==> config.mk <==
export PLATFORM = sky130hd
export DESIGN_NAME = vga_sync_gen
export DESIGN_NICKNAME = d
export VERILOG_FILES = /design/src/rtl/vga_sync_gen.sv
export SDC_FILE = /design/constraint.sdc
export NUM_CORES = 1
export LEC_CHECK = 0
export ABC_CLOCK_PERIOD_IN_PS = 3620
export BUFFER_PORTS_ARGS = -buffer_cell sky130_fd_sc_hd__clkbuf_2
export CORE_AREA = 8 8 78 80
export DETAILED_ROUTE_END_ITERATION = 8
export DIE_AREA = 0 0 86 88
export PLACE_DENSITY = 0.7
export SETUP_SLACK_MARGIN = 0.2
export SKIP_LAST_GASP = 1
export SLEW_MARGIN = 20
export SYNTH_ARGS = -nofsm -noshare
export SYNTH_HDL_FRONTEND = slang
export SYNTH_SLANG_ARGS = --single-unit
==> constraint.sdc <==
create_clock -name clk -period 3.62 [get_ports clk]
set_clock_uncertainty 0.2 [all_clocks]
set_input_delay 0.543 -clock clk [delete_from_list [all_inputs] [get_ports clk]]
set_output_delay 0.543 -clock clk [all_outputs]
set_load 0.05 [all_outputs]
==> src/rtl/vga_sync_gen.sv <==
// Raster timing generator: pixel/line counters with registered sync, blanking,
// line/frame strobes and a free-running frame counter, advancing on pix_en.
module vga_sync_gen #(
  parameter int H_ACTIVE  = 640,
  parameter int H_FP      = 16,
  parameter int H_SYNC    = 96,
  parameter int H_BP      = 48,
  parameter int V_ACTIVE  = 480,
  parameter int V_FP      = 10,
  parameter int V_SYNC    = 2,
  parameter int V_BP      = 33,
  parameter bit HSYNC_POL = 1'b0,
  parameter bit VSYNC_POL = 1'b0
) (
  input  logic       clk,
  input  logic       rst,
  input  logic       pix_en,
  output logic       hsync,
  output logic       vsync,
  output logic       video_active,
  output logic [9:0] pix_x,
  output logic [9:0] pix_y,
  output logic       line_start,
  output logic       frame_start,
  output logic [9:0] frame_count
);

  localparam int H_TOTAL = H_ACTIVE + H_FP + H_SYNC + H_BP;
  localparam int V_TOTAL = V_ACTIVE + V_FP + V_SYNC + V_BP;

  localparam logic [9:0] H_LAST     = 10'(H_TOTAL - 1);
  localparam logic [9:0] V_LAST     = 10'(V_TOTAL - 1);
  localparam logic [9:0] H_VIS      = 10'(H_ACTIVE);
  localparam logic [9:0] V_VIS      = 10'(V_ACTIVE);
  localparam logic [9:0] H_SYNC_BEG = 10'(H_ACTIVE + H_FP);
  localparam logic [9:0] H_SYNC_END = 10'(H_ACTIVE + H_FP + H_SYNC - 1);
  localparam logic [9:0] V_SYNC_BEG = 10'(V_ACTIVE + V_FP);
  localparam logic [9:0] V_SYNC_END = 10'(V_ACTIVE + V_FP + V_SYNC - 1);

  logic [9:0] h_reg, h_next;
  logic [9:0] v_reg, v_next;
  logic       hsync_reg, vsync_reg, active_reg;
  logic       line_start_reg, frame_start_reg;
  logic [9:0] frame_count_reg;

  logic hs_on_next, vs_on_next, active_next, line_wrap_next, frame_wrap_next;

  always_comb begin
    h_next = h_reg;
    v_next = v_reg;
    if (h_reg == H_LAST) begin
      h_next = '0;
      if (v_reg == V_LAST) v_next = '0;
      else                 v_next = v_reg + 10'd1;
    end else begin
      h_next = h_reg + 10'd1;
    end
  end

  // Decode from the next-state counters so the registered outputs line up
  // with the pix_x/pix_y presented in the same cycle.
  always_comb begin
    hs_on_next      = (h_next >= H_SYNC_BEG) && (h_next <= H_SYNC_END);
    vs_on_next      = (v_next >= V_SYNC_BEG) && (v_next <= V_SYNC_END);
    active_next     = (h_next < H_VIS) && (v_next < V_VIS);
    line_wrap_next  = (h_next == 10'd0);
    frame_wrap_next = (h_next == 10'd0) && (v_next == 10'd0);
  end

  always_ff @(posedge clk) begin
    if (rst) begin
      h_reg           <= H_LAST;
      v_reg           <= V_LAST;
      hsync_reg       <= ~HSYNC_POL;
      vsync_reg       <= ~VSYNC_POL;
      active_reg      <= 1'b0;
      line_start_reg  <= 1'b0;
      frame_start_reg <= 1'b0;
      frame_count_reg <= 10'h3FF;
    end else begin
      // Strobes are single-clk pulses even when pix_en stalls.
      line_start_reg  <= 1'b0;
      frame_start_reg <= 1'b0;
      if (pix_en) begin
        h_reg           <= h_next;
        v_reg           <= v_next;
        hsync_reg       <= hs_on_next ? HSYNC_POL : ~HSYNC_POL;
        vsync_reg       <= vs_on_next ? VSYNC_POL : ~VSYNC_POL;
        active_reg      <= active_next;
        line_start_reg  <= line_wrap_next;
        frame_start_reg <= frame_wrap_next;
        if (frame_wrap_next) frame_count_reg <= frame_count_reg + 10'd1;
      end
    end
  end

  assign pix_x        = h_reg;
  assign pix_y        = v_reg;
  assign hsync        = hsync_reg;
  assign vsync        = vsync_reg;
  assign video_active = active_reg;
  assign line_start   = line_start_reg;
  assign frame_start  = frame_start_reg;
  assign frame_count  = frame_count_reg;

endmodule

* Word level (Yosys, flattened, before mapping) *
Index checks and enable logic that the tools add are counted.

storage, ports and cells
  bits in registers = 35
  input port bits = 3
  output and inout bits = 35

cells by class
  equality and inequality tests = 2
  order comparisons = 6
  muxes and demuxes = 5
  add/sub/neg operators = 3
  reduce and logical (&&, ||, !) cells = 8
  bitwise gates (word level) = 1

operator list
  cell                     count
  $add A10 B1 Y10 const B  3
  $mux W10                 3
  $eq A10 B10 Y1 const B   2
  $logic_not A10 Y1        2
  $ge A10 B10 Y1 const B   1
  $ge A10 B9 Y1 const B    1
  $le A10 B10 Y1 const B   1
  $le A10 B9 Y1 const B    1
  $lt A10 B10 Y1 const B   1
  $lt A10 B9 Y1 const B    1
  $logic_and A1 B1 Y1      4
  $mux W1                  2
  $reduce_and A2 Y1        1
  $reduce_or A2 Y1         1
  $not A1 Y1               1

* Longest topological paths before layout *
  depth in word-level cells = 6
  depth in mapped cells = 11
  depth with buffers taken out = 9

* Worst setup path after synthesis *
OpenSTA, ideal clock, no wires.

  path type = reg2reg
  start = register h_reg[1], in the netlist pix_x[1]
  end = register frame_count_reg[7], in the netlist frame_count[7]
  path slack = 0.045 ns
  library setup time = 0.072 ns
  stages on the path, launching flop included = 11
  arrival = 3.303 ns
  path through = dfxtp_1 > ha_1 > nand4_1 > or3_1 > buf_2 > a32oi_1 > nand2_1 > or4_4 > buf_6 > nor4_4 > mux2i_1

between the ends
  cells in the longest elaborated chain, start to end = 5

RTL lines
  item                                                      RTL line  source
  start: declaration                                        40        logic [9:0] h_reg, h_next;
  start signal: assignment                                  85        h_reg <= h_next;
  $add A10 B1 Y10 / $eq A10 B10 Y1 (equally long branches)  56, 51
  $mux W10                                                  51        if (h_reg == H_LAST) begin
  $logic_not A10 Y1                                         67        frame_wrap_next = (h_next == 10'd0) && (v_next == 10'd0);
  $logic_and A1 B1 Y1 *                                     67
  $reduce_and A2 Y1 (no source line) *                      --
  end signal: assignment                                    92        if (frame_wrap_next) frame_count_reg <= frame_count_reg + 10'd1;
  end: declaration                                          44        logic [9:0] frame_count_reg;

Mark *: on every way between the ends. The rest lies on a longest branch, timed or not.
A chain may end at the register's enable or synchronous reset.

* Final worst setup path *
  start = register h_reg[1], in the netlist pix_x[1]
  end = register frame_count_reg[6], in the netlist frame_count[6]

Same word-level chain as after synthesis.

==> results by stage <==
Global routing:
- The overall routing resource usage is 0.156.
- The via count of the first global-routing pass is 2031.
- After global routing the overflow that remains totals 0.
- Entering global routing, the biggest net connects 29 pins.
- The number of antenna violations at the first check in global routing is 0.
- The global-route wire length before repair is 9510 um.

Timing:
- The setup TNS is 0 ns.
- The shortest clock period the worst path allows after layout is 3.22 ns.
- The final-report setup violation count is 0.
- The hold violation count in the final report was 0.
- The number of max-slew violations in the final report was 0.
- The final hold slack is approximately 0.27 ns.
- Setup repair after global routing left no endpoint under its margin.
- Measured against its own limit, the worst slew margin works out to 0.624.
- The highest clock frequency the design can meet is 311 MHz.
- The post-route clock period utilization is 0.889.
- The transition time at the pin with the least slew margin is around 0.55 ns.

Floorplanning:
- From left edge to right edge, the die measures 86 um.
- The area of the core is 4910 um2.
- The floorplan has 26 rows.
- For this design the top-level I/O count stands at 38.
- For this configuration, the core starts out at a cell density of 0.480.
- The die boundary height is 88 um.
- The area of the die is 7570 um2.

Clocking:
- After clock tree synthesis, the flow added hold-fix buffers numbering 0.
- The H-tree was split into 2 levels.
- The clock passes through at most 2 buffers.
- For the worst-skew pair, the clock arrives at the later sink with an insertion delay of 0.29 ns.
- TritonCTS built the clock tree.
- The number of buffers created by CTS is 5.
- Counting every sink on the clock net gives 35.
- The clock root buffer master is sky130_fd_sc_hd__clkbuf_8.
- After clock tree synthesis, the clock-pin slew on the worst setup and hold paths is 0.07 ns.

Placed design:
- The count of port buffers added during placement is 37.
- Summing all placed instances gives a cell area of around 2500 um2.
- Routability-driven placement finished with a final weighted congestion of 0.833.
- The half-perimeter wire length after detailed placement is 4030 um.

Run status:
- The run finished with clean final reports.

Worst setup path:
- The required time of the critical path is 3.64 ns.
- The type of destination of the critical path is a flop.
- The endpoint identified for the worst register-to-register timing path is frame_count[6].
- The cell count of the worst reg-to-reg path is 9.
- The sort of element at the start of the critical path is a flop.
- The arrival time of data at the critical path endpoint is 3.24 ns.
- The beginning of the worst register-to-register path is pix_x[1].
- The maximum fanout along the worst path is 14.
- For flop-to-flop paths, the worst setup slack is 0.40 ns.
- The classification of the worst setup path is flop to flop.

Logic synthesis:
- The proportion of synthesized chip area in sequential cells is 0.297.
- The dominant cell by count in the synthesized netlist is sky130_fd_sc_hd__dfxtp_1.
- The number of warning messages in the yosys log is 0.
- Synthesis inferred 35 register bits.
- The mean instance size in the synthesized netlist is 7.87 um2.
- By area the synthesized netlist is led by sky130_fd_sc_hd__dfxtp_1, sky130_fd_sc_hd__nand2_1, sky130_fd_sc_hd__nand3_1.
- The async set or reset register ratio after synthesis is 0.
- Of the post-synthesis cell area, the dominant cell type holds 0.297.
- The cell type contributing the most total cell area after synthesis is sky130_fd_sc_hd__dfxtp_1.
- The count of flip-flops with a built-in enable after synthesis is 0.
- The number of nets produced by synthesis is 309.
- The synthesized netlist occupies a cell area of 2360 um2.
- After synthesis, the most frequently instantiated cells are sky130_fd_sc_hd__dfxtp_1, sky130_fd_sc_hd__nand2_1, sky130_fd_sc_hd__nor2_1, sky130_fd_sc_hd__nand3_1, sky130_fd_sc_hd__o21ai_0.
- Counting distinct cell types in the post-synthesis netlist gives 60.
- In the synthesized netlist, the number of instances is 300.
- The top flip-flop cell by instance count after synthesis is sky130_fd_sc_hd__dfxtp_1.

Drt:
- Detailed routing inserted a total of 2234 vias.
- The routed length per instance is 14.2 um.
- The iteration-0 DRC count of the detailed router is 138.
- The number of detailed-route iterations in the first pass is 4.
- The number of design rule violations left after detail routing is 0.
- The total wire length after detailed routing is roughly 5700 um.
- The remaining antenna violation count after routing is 0.
- The via density per instance is approximately 5.6.

Hold path:
- The worst min-delay path category is flop to flop.
- The worst hold path was traced through 2 stages.
- The start point of the worst hold path is video_active.
- The worst hold path terminates at video_active.

Final layout:
- Fill cells in the final layout number 494.
- The final core utilization is 0.543.
- The proportion of layout cells with a drive suffix above 1 is 0.216.
- The antenna diode count is 0.
- At the end of the flow, the number of nets in the layout was 336.
- The design area is between 2000 and 3000 um2.
- From synthesis to final layout, the design area changed by 13.0%.

Pwr:
- Summed over all cells, the static leakage comes to 0.00105 uW.
- The total power is ~1200 uW.
- In this run the power density over the cells is 439 nW/um2.
- The worst-case IR drop observed on VDD is 0.000174 V.

Job:
- The max-cap check violation count is 0.
where the power goes:
part	switching (uW)	leakage, uW	internal, uW
clock network	143	0.0000612	223
registers	36.3	0.000284	405
logic	235	0.000700	128
total	414	0.00105	756
critical path, stage by stage (launching register included):
cell and delay [ns]:
sky130_fd_sc_hd__dfxtp_2 0.41, sky130_fd_sc_hd__ha_4 0.19, sky130_fd_sc_hd__nand4_1 0.19, sky130_fd_sc_hd__buf_4 0.21, sky130_fd_sc_hd__or2_2 0.28, sky130_fd_sc_hd__a21o_2 0.21, sky130_fd_sc_hd__a2111o_1 0.39, sky130_fd_sc_hd__or3_4 0.48
sky130_fd_sc_hd__or4_1 0.50, sky130_fd_sc_hd__nand3_1 0.09
cell type report:
class                      instances  area (um2)  share of cell area
multi-input combinational        228        1470               0.550
sequential                        35         703               0.264
timing repair buffer              45         245              0.0920
tap                               70        87.6              0.0328
clock buffer                       6        82.6              0.0310
inverter                          12        45.0              0.0169
clock inverter                     2        35.0              0.0131
metal layers:
layer	part of all wire	GRT usage	vias up
met5	0	0	-
met1	0.47	0.195	1042
met4	0.018	0.0589	0
met2	0.46	0.243	56
met3	0.057	0.0488	11
li1	-	-	1125
cells by family after synthesis:
group | after synthesis | synth area share
AOI/OAI and AO/OA | 61 | 0.174
xor gates and xnor gates | 14 | 0.0520
adders and majority gates | 6 | 0.0318
buffers and inverters | 37 | 0.0912
DFF | 35 | 0.297
muxes | 8 | 0.0339
and+or+nand+nor | 139 | 0.320
worst max-delay path by stage:
stage             start              to  slack (ns)  depth (start not counted)
2_1_floorplan  pix_x[4]  frame_count[7]        0.27                         10
3_3_place_gp   pix_x[1]  frame_count[6]        0.27                          8
3_5_place_dp   pix_x[1]  frame_count[5]        0.20                          8
4_1_cts        pix_x[1]  frame_count[6]        0.28                          8
5_1_grt        pix_x[1]  frame_count[6]        0.25                          9
6_report       pix_x[1]  frame_count[6]        0.40                          9
placed cells by master (no fill, tap or decap), types with 3 or more instances in the layout:
master	synthesis	final
sky130_fd_sc_hd__and2_1	3	3
sky130_fd_sc_hd__nor2_1	27	27
sky130_fd_sc_hd__dfxtp_1	35	33
sky130_fd_sc_hd__o21ai_0	18	18
sky130_fd_sc_hd__inv_1	12	12
sky130_fd_sc_hd__nor3_1	8	8
sky130_fd_sc_hd__nor4_1	5	4
sky130_fd_sc_hd__nand4_1	9	9
sky130_fd_sc_hd__a21oi_1	11	11
sky130_fd_sc_hd__a211oi_1	4	4
sky130_fd_sc_hd__clkbuf_8	3	6
sky130_fd_sc_hd__nor2b_1	8	8
sky130_fd_sc_hd__o311ai_0	3	3
sky130_fd_sc_hd__xnor2_1	7	7
sky130_fd_sc_hd__o211ai_1	5	5
sky130_fd_sc_hd__xor2_1	7	7
sky130_fd_sc_hd__ha_1	6	5
sky130_fd_sc_hd__clkbuf_2	1	37
sky130_fd_sc_hd__buf_4	2	8
sky130_fd_sc_hd__nand2_1	32	32
sky130_fd_sc_hd__nand3_1	21	21
sky130_fd_sc_hd__mux2i_1	8	8
sky130_fd_sc_hd__and3_1	3	3
repair_timing:
action	4_1_cts	5_1_grt
buffers inserted	2	0
pin swaps	1	1
hold endpoints to repair	0	0
setup endpoints to repair	2	9
gates resized for setup	0	4
metrics by stage:
stage               instances  setup slack [ns]
global placement          388             0.275
finish                    398             0.403
CTS                       398             0.279
global route              398             0.250
detailed placement        388             0.200
floorplan                 300             0.267
(Power assumes the default switching activity.)
